==> src/rtl/vend_pkg.sv <==
// Shared encodings for the vending controller: FSM state codes, coin values,
// product indices and the credit width.
package vend_pkg;

  localparam int CREDIT_W = 8;

  typedef enum logic [1:0] {
    ST_IDLE     = 2'd0,
    ST_CREDIT   = 2'd1,
    ST_DISPENSE = 2'd2,
    ST_CHANGE   = 2'd3
  } state_t;

  typedef logic [1:0] prod_t;

  localparam prod_t FRIES  = 2'd0;
  localparam prod_t BURGER = 2'd1;
  localparam prod_t EGG    = 2'd2;
  localparam prod_t COFFEE = 2'd3;

  function automatic logic [CREDIT_W-1:0] coin_value(input logic [1:0] code);
    logic [CREDIT_W-1:0] val;
    case (code)
      2'b00:   val = CREDIT_W'(1);
      2'b01:   val = CREDIT_W'(2);
      2'b10:   val = CREDIT_W'(5);
      default: val = CREDIT_W'(10);
    endcase
    return val;
  endfunction

endpackage

==> src/rtl/frame_timer.sv <==
// Counts frame_tick pulses while start is high; done fires combinationally on the
// TERMINAL-th tick and the count wraps. Dropping start clears the count.
module frame_timer #(
  parameter int unsigned TERMINAL = 60
) (
  input  logic clk,
  input  logic rst,
  input  logic frame_tick,
  input  logic start,
  output logic done
);

  localparam int unsigned CW = (TERMINAL > 1) ? $clog2(TERMINAL) : 1;
  localparam logic [CW-1:0] LAST = CW'(TERMINAL - 1);

  logic [CW-1:0] count;

  assign done = start && frame_tick && (count == LAST);

  always_ff @(posedge clk or posedge rst) begin
    if (rst) begin
      count <= '0;
    end else if (!start || done) begin
      count <= '0;
    end else if (frame_tick) begin
      count <= count + CW'(1);
    end
  end

endmodule

==> src/rtl/vend_controller.sv <==
// Vending FSM: coins, selection, buy/cancel, timed dispense and one-cycle change pulse.
// All outputs registered (one-cycle latency); VEND_HIGHLIGHT_BLINK_EN enables highlight blinking.
module vend_controller
  import vend_pkg::*;
#(
  parameter int unsigned PRICE_0         = 3,
  parameter int unsigned PRICE_1         = 8,
  parameter int unsigned PRICE_2         = 5,
  parameter int unsigned PRICE_3         = 2,
  parameter int unsigned DISPENSE_FRAMES = 60,
  parameter int unsigned BLINK_FRAMES    = 15
) (
  input  logic                clk_25,
  input  logic                rst,
  input  logic                frame_tick,
  input  logic                coin_valid,
  input  logic [1:0]          coin_code,
  input  logic                sel_next,
  input  logic                sel_prev,
  input  logic                buy,
  input  logic                cancel,
  output logic [1:0]          sel_idx,
  output logic                highlight_on,
  output logic [CREDIT_W-1:0] credit,
  output logic [1:0]          state_out,
  output logic                coin_reject,
  output logic                insufficient,
  output logic                dispense_active,
  output logic [1:0]          dispense_idx,
  output logic                change_valid,
  output logic [CREDIT_W-1:0] change_amount
);

  state_t              state;
  logic [CREDIT_W-1:0] price_sel;
  logic [CREDIT_W:0]   coin_sum;
  logic                coin_ok;
  logic [CREDIT_W-1:0] credit_added;
  logic                in_menu;
  logic                dispense_done;

  assign state_out = state;
  assign in_menu   = (state == ST_IDLE) || (state == ST_CREDIT);

  always_comb begin
    price_sel = CREDIT_W'(PRICE_0);
    case (sel_idx)
      FRIES:   price_sel = CREDIT_W'(PRICE_0);
      BURGER:  price_sel = CREDIT_W'(PRICE_1);
      EGG:     price_sel = CREDIT_W'(PRICE_2);
      COFFEE:  price_sel = CREDIT_W'(PRICE_3);
      default: price_sel = CREDIT_W'(PRICE_0);
    endcase
  end

  // Carry bit of the 9-bit sum flags a coin that would overflow the credit register.
  assign coin_sum     = {1'b0, credit} + {1'b0, coin_value(coin_code)};
  assign coin_ok      = coin_valid && !coin_sum[CREDIT_W];
  assign credit_added = coin_ok ? coin_sum[CREDIT_W-1:0] : credit;

  frame_timer #(
    .TERMINAL (DISPENSE_FRAMES)
  ) u_dispense_timer (
    .clk        (clk_25),
    .rst        (rst),
    .frame_tick (frame_tick),
    .start      (state == ST_DISPENSE),
    .done       (dispense_done)
  );

  always_ff @(posedge clk_25 or posedge rst) begin
    if (rst) begin
      state           <= ST_IDLE;
      credit          <= '0;
      sel_idx         <= FRIES;
      dispense_idx    <= FRIES;
      coin_reject     <= 1'b0;
      insufficient    <= 1'b0;
      dispense_active <= 1'b0;
      change_valid    <= 1'b0;
      change_amount   <= '0;
    end else begin
      coin_reject   <= 1'b0;
      insufficient  <= 1'b0;
      change_valid  <= 1'b0;
      change_amount <= '0;
      case (state)
        ST_IDLE, ST_CREDIT: begin
          if (sel_next && !sel_prev) begin
            sel_idx <= sel_idx + 2'd1;
          end else if (sel_prev && !sel_next) begin
            sel_idx <= sel_idx - 2'd1;
          end
          if (coin_valid && !coin_ok) begin
            coin_reject <= 1'b1;
          end
          // Buy is judged on pre-coin credit; an accepted coin still lands.
          if (cancel && state == ST_CREDIT) begin
            state         <= ST_CHANGE;
            change_valid  <= 1'b1;
            change_amount <= credit_added;
            credit        <= '0;
          end else if (buy && state == ST_CREDIT && credit >= price_sel) begin
            state           <= ST_DISPENSE;
            dispense_active <= 1'b1;
            dispense_idx    <= sel_idx;
            credit          <= credit_added - price_sel;
          end else begin
            insufficient <= buy;
            credit       <= credit_added;
            if (coin_ok) begin
              state <= ST_CREDIT;
            end
          end
        end
        ST_DISPENSE: begin
          coin_reject <= coin_valid;
          if (dispense_done) begin
            dispense_active <= 1'b0;
            if (credit != '0) begin
              state         <= ST_CHANGE;
              change_valid  <= 1'b1;
              change_amount <= credit;
              credit        <= '0;
            end else begin
              state <= ST_IDLE;
            end
          end
        end
        default: begin
          coin_reject <= coin_valid;
          state       <= ST_IDLE;
        end
      endcase
    end
  end

`ifdef VEND_HIGHLIGHT_BLINK_EN
  logic blink_done;

  frame_timer #(
    .TERMINAL (BLINK_FRAMES)
  ) u_blink_timer (
    .clk        (clk_25),
    .rst        (rst),
    .frame_tick (frame_tick),
    .start      (in_menu),
    .done       (blink_done)
  );

  always_ff @(posedge clk_25 or posedge rst) begin
    if (rst) begin
      highlight_on <= 1'b1;
    end else if (!in_menu) begin
      highlight_on <= 1'b1;
    end else if (blink_done) begin
      highlight_on <= ~highlight_on;
    end
  end
`else
  // Blink period is irrelevant here; highlight stays solid.
  assign highlight_on = 1'b1 | (BLINK_FRAMES == 0) | in_menu;
`endif

endmodule

==> config.mk <==
export PLATFORM = sky130hd
export DESIGN_NAME = vend_controller
export DESIGN_NICKNAME = d
export VERILOG_FILES = /design/src/rtl/vend_pkg.sv /design/src/rtl/frame_timer.sv /design/src/rtl/vend_controller.sv
export SDC_FILE = /design/constraint.sdc
export NUM_CORES = 1
export LEC_CHECK = 0
export ABC_CLOCK_PERIOD_IN_PS = 11250
export CAP_MARGIN = 20
export CELL_PAD_IN_SITES_DETAIL_PLACEMENT = 0
export CELL_PAD_IN_SITES_GLOBAL_PLACEMENT = 2
export CORE_ASPECT_RATIO = 0.7
export CORE_MARGIN = 4
export CORE_UTILIZATION = 35
export DETAILED_ROUTE_END_ITERATION = 10
export PLACE_DENSITY = 0.82
export SLEW_MARGIN = 20
export SYNTH_ARGS = -nofsm -noshare
export SYNTH_HDL_FRONTEND = slang
export SYNTH_HIERARCHICAL = 1
export SYNTH_SLANG_ARGS = --single-unit
==> constraint.sdc <==
create_clock -name clk_25 -period 11.25 [get_ports clk_25]
set_clock_uncertainty 0.05 [all_clocks]
set_input_delay 1.125 -clock clk_25 [delete_from_list [all_inputs] [get_ports clk_25]]
set_output_delay 1.125 -clock clk_25 [all_outputs]
set_load 0.005 [all_outputs]
==> results of run 1 <==
[area by class of cell]
type,instances,area share
clock inverter,2,0.0129
inverter,20,0.0277
timing repair buffer,35,0.129
tap,75,0.0347
clock buffer,6,0.0268
sequential,32,0.296
multi-input combinational,182,0.473
[cell families (layout without fill, tap and decap cells)]
logic type               count (synthesis)  after routing  synth area share
adder cells (fa/ha/maj)                 18             18             0.105
XOR/XNOR                                11             11            0.0436
other                                    1              1           0.00170
AO/OA/AOI/OAI                           54             54             0.172
buffers and inverters                   26             63            0.0578
AND/OR/NAND/NOR                         88             88             0.209
multiplexers                            10             10            0.0482
flip-flops                              32             32             0.363
[power by group]
part           internal [µW]  switching (µW)
combinational            182             208
clock                   65.7            43.9
sequential               145            44.3
total                    393             296
[layout by cell type (no fill, tap or decap), types with 4 or more instances in the layout]
cell / netlist / layout
clkdlybuf4s50_1: 0 / 35
dfrtp_1: 32 / 32
nand2_1: 27 / 27
inv_1: 20 / 19
ha_1: 17 / 17
nor2_1: 16 / 16
o21ai_0: 13 / 13
a21oi_1: 10 / 10
nand3_1: 10 / 10
o211ai_1: 6 / 6
xnor2_1: 6 / 6
mux2_2: 5 / 5
xor2_1: 5 / 5
mux2i_1: 5 / 5
clkbuf_8: 0 / 5
nor2b_1: 4 / 4
[metal layers]
layer	GRT usage	up-vias	share of wire
met5	0	-	0
li1	-	921	-
met1	0.257	858	0.56
met4	0.0345	0	0.0063
met3	0.0384	2	0.050
met2	0.203	43	0.39
[final timing paths]
path                                 start                         to  slack, ns  cells after the start
setup / recovery              coin_code[0]                  credit[5]       6.04                     17
hold / removal             dispense_idx[1]            dispense_idx[1]       0.46                      1
setup reg to reg                 credit[0]                  credit[5]       7.03                     15
hold reg to reg            dispense_idx[1]            dispense_idx[1]       0.46                      1
max in group asynchronous              rst                 sel_idx[1]       9.57                      2
min in group asynchronous              rst  u_dispense_timer/count[5]       1.05                      2
[through the flow]
| step | worst slack [ns] | total power [µW] | hold WS, ns | instances |
|---|---|---|---|---|
| 5_1_grt | 5.76 | 746 | 0.503 | 352 |
| 3_5_place_dp | 5.80 | 580 | 0.448 | 344 |
| 4_1_cts | 6.07 | 694 | 0.463 | 352 |
| 6_report | 6.04 | 690 | 0.458 | 352 |
| 3_3_place_gp | 5.91 | 583 | 0.444 | 344 |
| 2_1_floorplan | 6.76 | 450 | 0.455 | 240 |
[state kept, by name, summed over array words and instances (netlist names)]
| signal | flops |
|---|---|
| state_out | 2 |
| change_amount | 8 |
| dispense_idx | 2 |
| dispense_active | 1 |
| u_dispense_timer/count | 6 |
| change_valid | 1 |
| coin_reject | 1 |
| credit | 8 |
| sel_idx | 2 |
| insufficient | 1 |
[cells in the mapped netlist (3+ instances only)]
library cell / n
a21oi_1: 10
a22o_1: 3
a31oi_1: 3
and3_1: 3
buf_6: 3
dfrtp_1: 32
ha_1: 17
inv_1: 20
mux2_2: 5
mux2i_1: 5
nand2_1: 27
nand2b_1: 3
nand3_1: 10
nand4_1: 3
nor2_1: 16
nor2b_1: 4
nor3_1: 3
o211ai_1: 6
o21ai_0: 13
o31ai_1: 3
or2_2: 3
or4_1: 3
xnor2_1: 6
xor2_1: 5
[worst max-delay path, stage by stage]
cell and delay (ns):
clkdlybuf4s50_1 0.52, inv_1 0.10, ha_1 0.23, inv_1 0.07, fa_1 0.20, and2b_1 0.23
o211a_1 0.27, nor2_1 0.37, mux2_2 0.41, inv_1 0.06, ha_1 0.26, nor2b_1 0.15
o21ai_0 0.14, nand2b_1 0.13, a2111oi_2 0.69, mux2i_1 0.26, o311ai_1 0.11
==> summary.txt, run 1 <==
status - completed
die width - 103 µm
clock sink total - 32
Chip Height - 74.5 µm
cell taking the most area after synthesis - dfrtp_1
clock-pin slew on the worst setup and hold paths - 0.08 ns
# fillers - 579
post-CTS sizing - 0
number of global-route vias before repair - 1702
GR Overflow Total - 0
Max Fclk - 192 MHz
Routed wire per std cell - 16.2 µm
post-detail-place hpwl - 4360 µm
Fin. Hold Viols - 0
WP data required - 11.36 ns
Placed Area - 2600 µm²
Routed Antenna Nets - 0
MaxCap Viol Count - 0
total CTS buffers - 5
Peak supply drop - 0.137 mV
Vias - 1824
final core occ - 0.457
ys async rst share - 1.00
core area - 5930 µm²
PD cells - 255 nW/µm²
kind of critical path - in2reg
Cells after Synth - 240
# setup viols final - 0
Reg area - 801 µm²
Final Cycle Share - 0.463
setup TNS - 0 ns
Max FO, Critical Path - 7
post-CTS setup buffers - 0
layout cell share with drive strength beyond 1 - 0.0830
Crit. End Element - flop
crit path launch type - primary input
n_diodes - 0
post-synth top area share - 0.363
Synth Flop Type - dfrtp_1
All-Layer GR Usage - 0.158
Final Slew Violations - 0
Synth area leaders - dfrtp_1 36%, ha_1 9.6%, nand2_1 4.6%
area grow syn2layout - 22.6%
Clock Path Buffers - 2
RSZ-0062 raised after global routing - no
Final Instance Area - 2710 µm²
DRC Markers - 0
CTS H-Tree Depth - 2
synth warn - 6
Net Count, Synth - 268
synthesis-stage register bit count - 32
Starting Density - 0.373
Post-Route WL - 5710 µm
Multi-input gate area - 1280 µm²
synthesized cell area - 2210 µm²
Post-synth EDFFs - 0
Final Critical Period - 5.21 ns
Worst EP arrival - 5.32 ns
Final #Nets - 304
row cnt - 23
Routability Congestion - 0.815
pin slew with the least headroom to its limit - 0.698 ns
wire length of the first global-routing pass - 9240 µm
synth unique cells - 53
worst hold path type - reg2reg
Leakage - 0.00120 µW
largest net degree at the start of global routing - 27
worst-skew pair later-pin latency - 0.29 ns
DRT iter0 DRCs - 105
cts hold-fix bufs - 0
die area - 7660 µm²
TritonCTS clock tree - done
CTS root buf - clkbuf_8
drt pass-1 iters - 4
# port buffers - 35
Slew headroom - 0.535
num ports - 37
sequential area share after synthesis - 0.363
Via-to-Cell Ratio - 5.18
synthesized area per cell - 9.20 µm²
initial antenna violation count - 0
Note: power is estimated with default switching activity, not from simulation.
==> run 2: changes to the inputs <==
- ABC_CLOCK_PERIOD_IN_PS: 11250 -> 4350
- CORE_UTILIZATION: 35 -> 29
- PLACE_DENSITY: 0.82 -> 0.72
- clock period: 11.25 -> 4.35 ns (I/O delays scaled with it)
==> run 2 against run 1 <==
Net effect: non-clock buffer count rose by 10; die area increased by 19%; design area up 3.4%; global-route usage shrank 1.6 points; power rose to 2.6 times the previous value; highest routed layer unchanged; hold slack worse by 0.11 ns; clock-buffer cell count down 1.
==> summary.txt, run 2 (synthesized netlist as in run 1, its figures left out) <==
Clock Path Buffers - 2 (unchanged)
setup ws final - 0.338 ns (-5.70 ns)
slowest stage delay, CP - 0.52 ns (-0.17 ns)
core area - 7350 µm² (+24%)
Setup crit start - coin_code[0]
RSZ-0062 raised after global routing - no
drt pass-1 iters - 4 (unchanged)
CTS root buf - clkbuf_8
Final Slew Violations - 0 (unchanged)
number of global-route vias before repair - 1773 (+4.2%)
total CTS buffers - 5 (unchanged)
n_diodes - 0 (unchanged)
Routed wire per std cell - 15.8 µm (-2.4%)
most used cell, CP - inv_1
post-detail-place hpwl - 4880 µm (+12%)
WP data required - 4.46 ns (-6.90 ns)
num ports - 37 (unchanged)
worst-skew pair later-pin latency - 0.28 ns (about the same)
Vias - 1925 (+5.5%)
layout cell share with drive strength beyond 1 - 0.115 (+0.0320)
reg2reg setup slack - 0.68 ns (-6.35 ns)
GR Overflow Total - 0 (unchanged)
Final Critical Period - 4.01 ns
most frequent cells in the layout - 35 x clkdlybuf4s50_1, 32 x dfrtp_1, 27 x nand2_1
r2r endpoint - credit[5]
worst hold path type - in2async
setup TNS - 0 ns (unchanged)
Routed Antenna Nets - 0 (unchanged)
initial antenna violation count - 0 (unchanged)
post-CTS setup buffers - 0 (unchanged)
die area - 9100 µm² (+19%)
Post-Route WL - 6100 µm (+6.7%)
# fillers - 783 (+35%)
Starting Density - 0.300 (-0.0721)
DRT iter0 DRCs - 137 (+30%)
r2r startpoint - credit[0]
status - completed
CTS H-Tree Depth - 2 (unchanged)
Buf/Inv on CP - 5 (+1)
# port buffers - 35 (unchanged)
crit path capture - credit[5]
Max Fclk - 249 MHz
Worst EP arrival - 4.12 ns (-1.20 ns)
Fin. Hold Viols - 0 (unchanged)
largest net degree at the start of global routing - 15 (-44%)
Final #Nets - 314 (+3.3%)
All-Layer GR Usage - 0.142 (-0.0156)
# setup viols final - 0 (unchanged)
Max FO, Critical Path - 4 (-3)
MaxCap Viol Count - 0 (unchanged)
delay-heaviest family, CP - buffers and inverters
FF-to-FF path depth - 16 (+1)
slowest cell on the critical path - clkdlybuf4s50_1
Largest regs - change_amount x8, credit x8, u_dispense_timer/count x6
Via-to-Cell Ratio - 5.00 (-3.5%)
Multi-input gate area - 1280 µm² (unchanged)
die width - 112 µm (+9.1%)
critical-path cell list - clkdlybuf4s50_1, inv_1, ha_1, inv_1, fa_1, and2b_1, o211a_1, nor2_1, mux2_2, inv_1, ha_1, nor2b_1, o21ai_0, nand2b_1, a2111oi_2, buf_4, mux2i_1, o311ai_1
PD cells - 639 nW/µm² (+150%)
Final Cycle Share - 0.922
TritonCTS clock tree - done
Reg area - 801 µm² (unchanged)
post-CTS sizing - 0 (unchanged)
commonest non-fill, non-tap cell in the layout - clkdlybuf4s50_1
Design Power - 1790 µW (+160%)
clock sink total - 32 (unchanged)
Chip Height - 81.0 µm (+8.8%)
CP Depth - 18 (+1)
row cnt - 26 (+13%)
crit path launch type - primary input
clock-pin slew on the worst setup and hold paths - 0.08 ns (about the same)
cts hold-fix bufs - 0 (unchanged)
Crit. End Element - flop
area grow syn2layout - 26.7%
Slew headroom - 0.573 (+0.0389)
Routability Congestion - 0.855 (+4.9%)
Leakage - 0.00125 µW (+3.9%)
Peak supply drop - 0.226 mV (+65%)
wire length of the first global-routing pass - 9990 µm (+8.1%)
DRC Markers - 0 (unchanged)
pin slew with the least headroom to its limit - 0.640 ns (-0.0584 ns)
Place WS - 0.0497 ns (-5.75 ns)
kind of critical path - in2reg
[run 2: cell types whose count changed in the layout (fill, tap and decap cells not counted), sizes merged]
cell	delta
clkbuf	-1
bufinv	-1
buf	+10
clkinv	+2
[run 2: final cells by class]
type / count / area share
multi-input combinational: 182 / 0.457
sequential: 32 / 0.286
timing repair buffer: 45 / 0.155
tap: 98 / 0.0438
inverter: 20 / 0.0268
clock buffer: 5 / 0.0246
clock inverter: 3 / 0.00671
[run 2: how the worst min path moves through the flow]
stage | start | to | cells past startpoint
floorplan | rst | u_dispense_timer/count[0] | 1
global placement | dispense_idx[0] | dispense_idx[0] | 1
detailed placement | dispense_idx[1] | dispense_idx[1] | 1
CTS | rst | u_dispense_timer/count[5] | 2
global route | rst | u_dispense_timer/count[0] | 2
finish | rst | u_dispense_timer/count[5] | 2
[run 2: routing by layer]
layer	up-vias	GRT usage	wire, µm
li1	941	-	-
met5	-	0	0
met2	66	0.183	2220
met3	7	0.0283	427
met4	0	0.0432	78
met1	911	0.229	3370
[run 2: power by group]
part / total, µW / leakage, µW / internal [µW] / switching (µW)
registers: 454 / 0.000420 / 376 / 78.0
clock network: 235 / 0.0000479 / 112 / 123
logic: 1100 / 0.000780 / 505 / 595
total: 1790 / 0.00125 / 993 / 797
[run 2: through the flow]
stage / utilization / hold WS [ns] / std cells / area (µm²)
floorplan: - / 0.176 / 240 / 2210
CTS: 0.381 / 0.361 / 385 / 2800
global placement: 0.367 / 0.444 / 376 / 2700
global route: 0.381 / 0.381 / 385 / 2800
finish: 0.381 / 0.350 / 385 / 2800
detailed placement: 0.369 / 0.462 / 377 / 2710
[run 2: worst reg2reg max path, stage by stage (launching register included)]
cell and delay (ns):
dfrtp_1 0.43, ha_1 0.22, inv_1 0.07, fa_1 0.19, and2b_1 0.22, o211a_1 0.26, nor2_1 0.15, mux2_2 0.39
inv_1 0.07, ha_1 0.26, nor2b_1 0.14, o21ai_0 0.13, nand2b_1 0.12, a2111oi_2 0.37, buf_4 0.20, mux2i_1 0.19
o311ai_1 0.11
